$ cat config.mk
export PLATFORM = sky130hd
export DESIGN_NAME = regfile_wr_arbiter
export DESIGN_NICKNAME = d
export VERILOG_FILES = /design/src/rtl/regfile_pkg.sv /design/src/rtl/rr_pick.sv /design/src/rtl/regfile_wr_arbiter.sv
export SDC_FILE = /design/constraint.sdc
export NUM_CORES = 1
export LEC_CHECK = 0
export ABC_AREA = 1
export CAP_MARGIN = 20
export CORE_MARGIN = 3
export CORE_UTILIZATION = 40
export CTS_CLUSTER_SIZE = 25
export DETAILED_ROUTE_END_ITERATION = 8
export GPL_TIMING_DRIVEN = 0
export PLACE_DENSITY_LB_ADDON = 0.1
export REMOVE_ABC_BUFFERS = 1
export SYNTH_ARGS = -nofsm -noshare
export SYNTH_HDL_FRONTEND = slang
export SYNTH_SLANG_ARGS = --single-unit
$ cat constraint.sdc
create_clock -name clk -period 5.7 [get_ports clk]
set_clock_uncertainty 0.2 [all_clocks]
set_input_delay 1.14 -clock clk [delete_from_list [all_inputs] [get_ports clk]]
set_output_delay 1.14 -clock clk [all_outputs]
set_load 0.005 [all_outputs]
$ cat src/rtl/regfile_pkg.sv
// Shared register-file constants: geometry of the 8-entry file and the fixed
// requester slot assignment on its write port.
package regfile_pkg;

    localparam int RF_AW    = 3;
    localparam int RF_DEPTH = 8;
    localparam int RF_DW    = 16;

    localparam int REQ_ALU  = 0;
    localparam int REQ_LOAD = 1;
    localparam int REQ_IMM  = 2;
    localparam int REQ_DBG  = 3;

endpackage

$ cat src/rtl/rr_pick.sv
// Combinational round-robin picker: first set bit of elig searching upward from
// ptr and wrapping past NREQ-1 back to index 0.
module rr_pick #(
    parameter int NREQ = 4,
    parameter int PW   = $clog2(NREQ)
) (
    input  logic [NREQ-1:0] elig,
    input  logic [PW-1:0]   ptr,
    output logic            valid,
    output logic [PW-1:0]   winner,
    output logic [NREQ-1:0] onehot
);

    logic [PW:0] cand;

    always_comb begin
        valid  = 1'b0;
        winner = '0;
        cand   = '0;
        for (int k = 0; k < NREQ; k++) begin
            // One extra bit holds ptr+k before folding back into 0..NREQ-1,
            // which also covers NREQ values that are not a power of two.
            cand = {1'b0, ptr} + (PW+1)'(k);
            if (cand >= (PW+1)'(NREQ)) begin
                cand = cand - (PW+1)'(NREQ);
            end
            if (!valid && elig[cand[PW-1:0]]) begin
                valid  = 1'b1;
                winner = cand[PW-1:0];
            end
        end
    end

    genvar gi;
    generate
        for (gi = 0; gi < NREQ; gi++) begin : g_onehot
            assign onehot[gi] = valid && (winner == PW'(gi));
        end
    endgenerate

endmodule

$ cat src/rtl/regfile_wr_arbiter.sv
// Round-robin arbiter for the register file's single write port; one registered
// write per cycle. Define REGFILE_ARB_STATS_EN to add the contention counter.
module regfile_wr_arbiter
    import regfile_pkg::*;
#(
    parameter int NREQ = 4,
    parameter int AW   = RF_AW,
    parameter int DW   = RF_DW
) (
    input  logic                clk,
    input  logic                reset,
    input  logic [NREQ-1:0]     req,
    input  logic [NREQ*AW-1:0]  req_addr,
    input  logic [NREQ*DW-1:0]  req_data,
    output logic [NREQ-1:0]     gnt,
    output logic                wr_en,
    output logic [AW-1:0]       wr_addr,
    output logic [DW-1:0]       wr_data
`ifdef REGFILE_ARB_STATS_EN
    ,
    output logic [7:0]          contention
`endif
);

    localparam int PW = $clog2(NREQ);

    logic [NREQ-1:0] gnt_reg;
    logic            wr_en_reg;
    logic [AW-1:0]   wr_addr_reg;
    logic [DW-1:0]   wr_data_reg;
    logic [PW-1:0]   ptr_reg;
    logic [PW-1:0]   ptr_next;

    logic [NREQ-1:0] elig;
    logic            pick_valid;
    logic [PW-1:0]   pick_winner;
    logic [NREQ-1:0] pick_onehot;

    logic [AW-1:0]   addr_arr [NREQ];
    logic [DW-1:0]   data_arr [NREQ];

    genvar gi;
    generate
        for (gi = 0; gi < NREQ; gi++) begin : g_unpack
            assign addr_arr[gi] = req_addr[gi*AW +: AW];
            assign data_arr[gi] = req_data[gi*DW +: DW];
        end
    endgenerate

    // The requester granted this cycle sits out the next edge.
    assign elig = req & ~gnt_reg;

    rr_pick #(
        .NREQ (NREQ),
        .PW   (PW)
    ) u_pick (
        .elig   (elig),
        .ptr    (ptr_reg),
        .valid  (pick_valid),
        .winner (pick_winner),
        .onehot (pick_onehot)
    );

    assign ptr_next = (pick_winner == PW'(NREQ - 1)) ? '0 : pick_winner + PW'(1);

    always_ff @(posedge clk) begin
        if (!reset) begin
            gnt_reg     <= '0;
            wr_en_reg   <= 1'b0;
            wr_addr_reg <= '0;
            wr_data_reg <= '0;
            ptr_reg     <= '0;
        end else if (pick_valid) begin
            gnt_reg     <= pick_onehot;
            wr_en_reg   <= 1'b1;
            wr_addr_reg <= addr_arr[pick_winner];
            wr_data_reg <= data_arr[pick_winner];
            ptr_reg     <= ptr_next;
        end else begin
            gnt_reg     <= '0;
            wr_en_reg   <= 1'b0;
        end
    end

    assign gnt     = gnt_reg;
    assign wr_en   = wr_en_reg;
    assign wr_addr = wr_addr_reg;
    assign wr_data = wr_data_reg;

`ifdef REGFILE_ARB_STATS_EN
    logic [7:0] contention_reg;
    logic       contended;

    // Two or more bits set exactly when clearing the lowest set bit leaves some.
    assign contended = |(elig & (elig - NREQ'(1)));

    always_ff @(posedge clk) begin
        if (!reset) begin
            contention_reg <= '0;
        end else if (contended && (contention_reg != 8'hFF)) begin
            contention_reg <= contention_reg + 8'd1;
        end
    end

    assign contention = contention_reg;
`endif

endmodule

==> results.cfg <==
[floorplan]
floorplan.die.height_um = 78.9
io_pins = 106
rows = 25
floorplan.die_area_um2 = 6220
core_region_area_um2 = 4910
floorplan.die.width_um = 78.9
start_util = 0.432

[clock_network]
total_number_of_h_tree_levels = 1
post_cts_buffers = 0
tritoncts_num_sinks = 26
cts.reportedPaths.clkPinSlew_ns = 0.09
clock_latency_ns = 0.26
tritoncts = built
cts_made_buffers = 3
cts_hold_buffers = 0
clock_path_buffers = 2
cts_root_buf = clkbuf_8
post_cts_resize_count = 0

[critical_path]
worstReg2RegStart = ptr_reg[0]
required_ns = 5.66
cp_data_arrival_time_ns = 3.86
max_stage_delay_ns = 0.63
critical_path.slowest_cell = nand2_4
cp-start-kind = input port
worst_r2r_path_depth = 11
cp_max_fo = 42
worstSetupPathType = input port to flip-flop
timing.critical_path.to_type = flip-flop
reg2reg_to = wr_data[6]
path_common_cell = nand3_1
worstPathCellList = clkdlybuf4s50_1, nand3_1, nand3_1, nand2_1, nand3_1, nand3_2, nand2_4, inv_4, nand3_1, nand2_1, nor2_1, nor2_1
reg2reg_setup_slack_ns = 2.56

[placed_design]
dp.final_hpwl_mm = 4.40
place.port_buffers = 105
gpl.final_weighted_congestion = 0.894
dpl.cell_count = 515

[routing]
first_iter_violations = 171
avgRoutedWirePerCell_um = 11.9
ant_nets = 0
routed-via-count = 2505
totalWireLength_mm = 6.19
drt_pass1_iterations = 4
avgViaCountPerCell = 4.83
drc_errors = 0

[grt]
grt_use_total = 0.198
busiest_layer = met2
grt_pass1_wl_mm = 10.1
via_count_of_the_first_global_routing_pass = 2193
use_met3 = 0.0499
grt_antenna_before_repair = 0
globalRouteOverflowTotal = 0
gr_util_met1 = 0.235
pin_count_of_the_biggest_net_entering_global_routing = 43
grt_use_met2 = 0.360

[yosys]
synth_area_leader_cell = dfxtp_1
synth.yosys.seq_area_share = 0.245
synth_cell_types = 21
mappedNetlistArea_um2 = 2120
synthesis.area_per_instance_um2 = 5.85
synth.area.top_cells = dfxtp_1, nand3_1, nand2_1
synth.top_cell.area_share = 0.245
synth-warning-count = 0
synth-seq-cells = 26
synthCells = 363

[power]
vdd_ir_drop_max_v = 0.000414
power.total_mw = 1.80
p_leak_nw = 1.62
power_per_cell_area_nw_per_um2 = 567

[outcome]
status = completed

[worst_hold_path]
worstHoldPathType = flip-flop to flip-flop
worst_hold_startpoint = wr_data[0]
whs_endpoint = wr_data[0]
hold_path_depth = 2

[layout]
final_net_count = 536
post_layout_nonfiller_instances = 519
antenna_cells = 0
largest_register_ff_count = 16
area.growth.synth_to_final_pct = 49.6
drive_above_1_share = 0.0619

[timing]
fin_setup_tns_ns = 0
fmax_mhz = 257
setup_repair_after_global_routing_missed_its_margin = no
final.period_utilization = 0.684
setup_viol_count_final = 0
tightest_slew_ns = 1.03
timing.final.max_slew_violations = 0
hold_viol = 0
timing.final.crit_period_ns = 3.90
worst_slew_margin_rel = 0.313

[run]
total_of_max_cap_violations = 0
## placed cells by master, fill, tap and decap left out, drive strengths merged
master         netlist  layout
a211oi               1       1
a21oi                1       1
buf                 18       1
clkbuf               3       4
clkdlybuf4s50        0     105
clkinv               1       1
dfxtp               26      26
ha                   1       1
inv                 55      55
nand2               99      99
nand3               94      94
nand4                2       2
nor2                44      44
nor3                 4       4
o21ai               14      14
## final cells by class
cell class,count,area [um^2]
Timing Repair Buffer,106,1070
Multi-Input combinational cell,260,1230
Tap cell,67,83.8
Fill cell,492,1740
Sequential cell,26,520
Inverter,56,218
Clock buffer,4,55.1
## worst max-delay path: cells and delay by family
family | cells | cell delay [ns]
buffers and inverters | 2 | 0.71
AND/OR/NAND/NOR | 10 | 1.99
## worst max path at each step
stage	startpoint	to	slack, ns	cells past startpoint
after floorplan	req[3]	wr_data[11]	2.66	11
after global placement	req[3]	wr_data[15]	1.58	12
after detailed placement	req[3]	wr_data[6]	1.54	12
after CTS	req[3]	wr_data[7]	1.82	12
after global routing	req[3]	wr_data[9]	1.56	12
final	req[3]	wr_data[6]	1.80	12
## cell usage after synthesis, drive strengths merged
master  count
nand4       2
a211oi      1
nor3        4
o21ai      14
ha          1
a21oi       1
inv        55
buf        18
dfxtp      26
nand2      99
nand3      94
clkbuf      3
nor2       44
clkinv      1
## layer usage
layer	vias up	share of wire
li1	1319	-
met1	1098	0.42
met2	83	0.49
met3	5	0.083
met4	0	0.0087
met5	-	0
## kinds of logic (layout without fill, tap and decap cells)
kind of cell / Yosys count / in the layout / share of synthesized area
and+or+nand+nor: 243 / 243 / 0.533
buffers and inverters: 77 / 166 / 0.177
DFF: 26 / 26 / 0.245
AOI/OAI and AO/OA: 16 / 16 / 0.0389
adders and majority gates: 1 / 1 / 0.00589
## stage by stage
step           instance area (um^2)  worst slack, ns   util  hold WS [ns]
3_3_place_gp                   3100             1.58  0.631         0.305
3_5_place_dp                   3120             1.54  0.635         0.313
4_1_cts                        3180             1.82  0.647         0.338
6_report                       3180             1.80  0.647         0.331
2_1_floorplan                  1970             2.66      -         0.318
5_1_grt                        3180             1.56  0.647         0.361
## where the power goes
group / leakage, nW / switching [mW] / total (mW) / internal (mW)
clock: 0.0288 / 0.0560 / 0.118 / 0.0617
combinational: 1.37 / 0.868 / 1.38 / 0.510
sequential: 0.216 / 0.0452 / 0.305 / 0.260
total: 1.62 / 0.969 / 1.80 / 0.832
(Power assumes the default switching activity.)
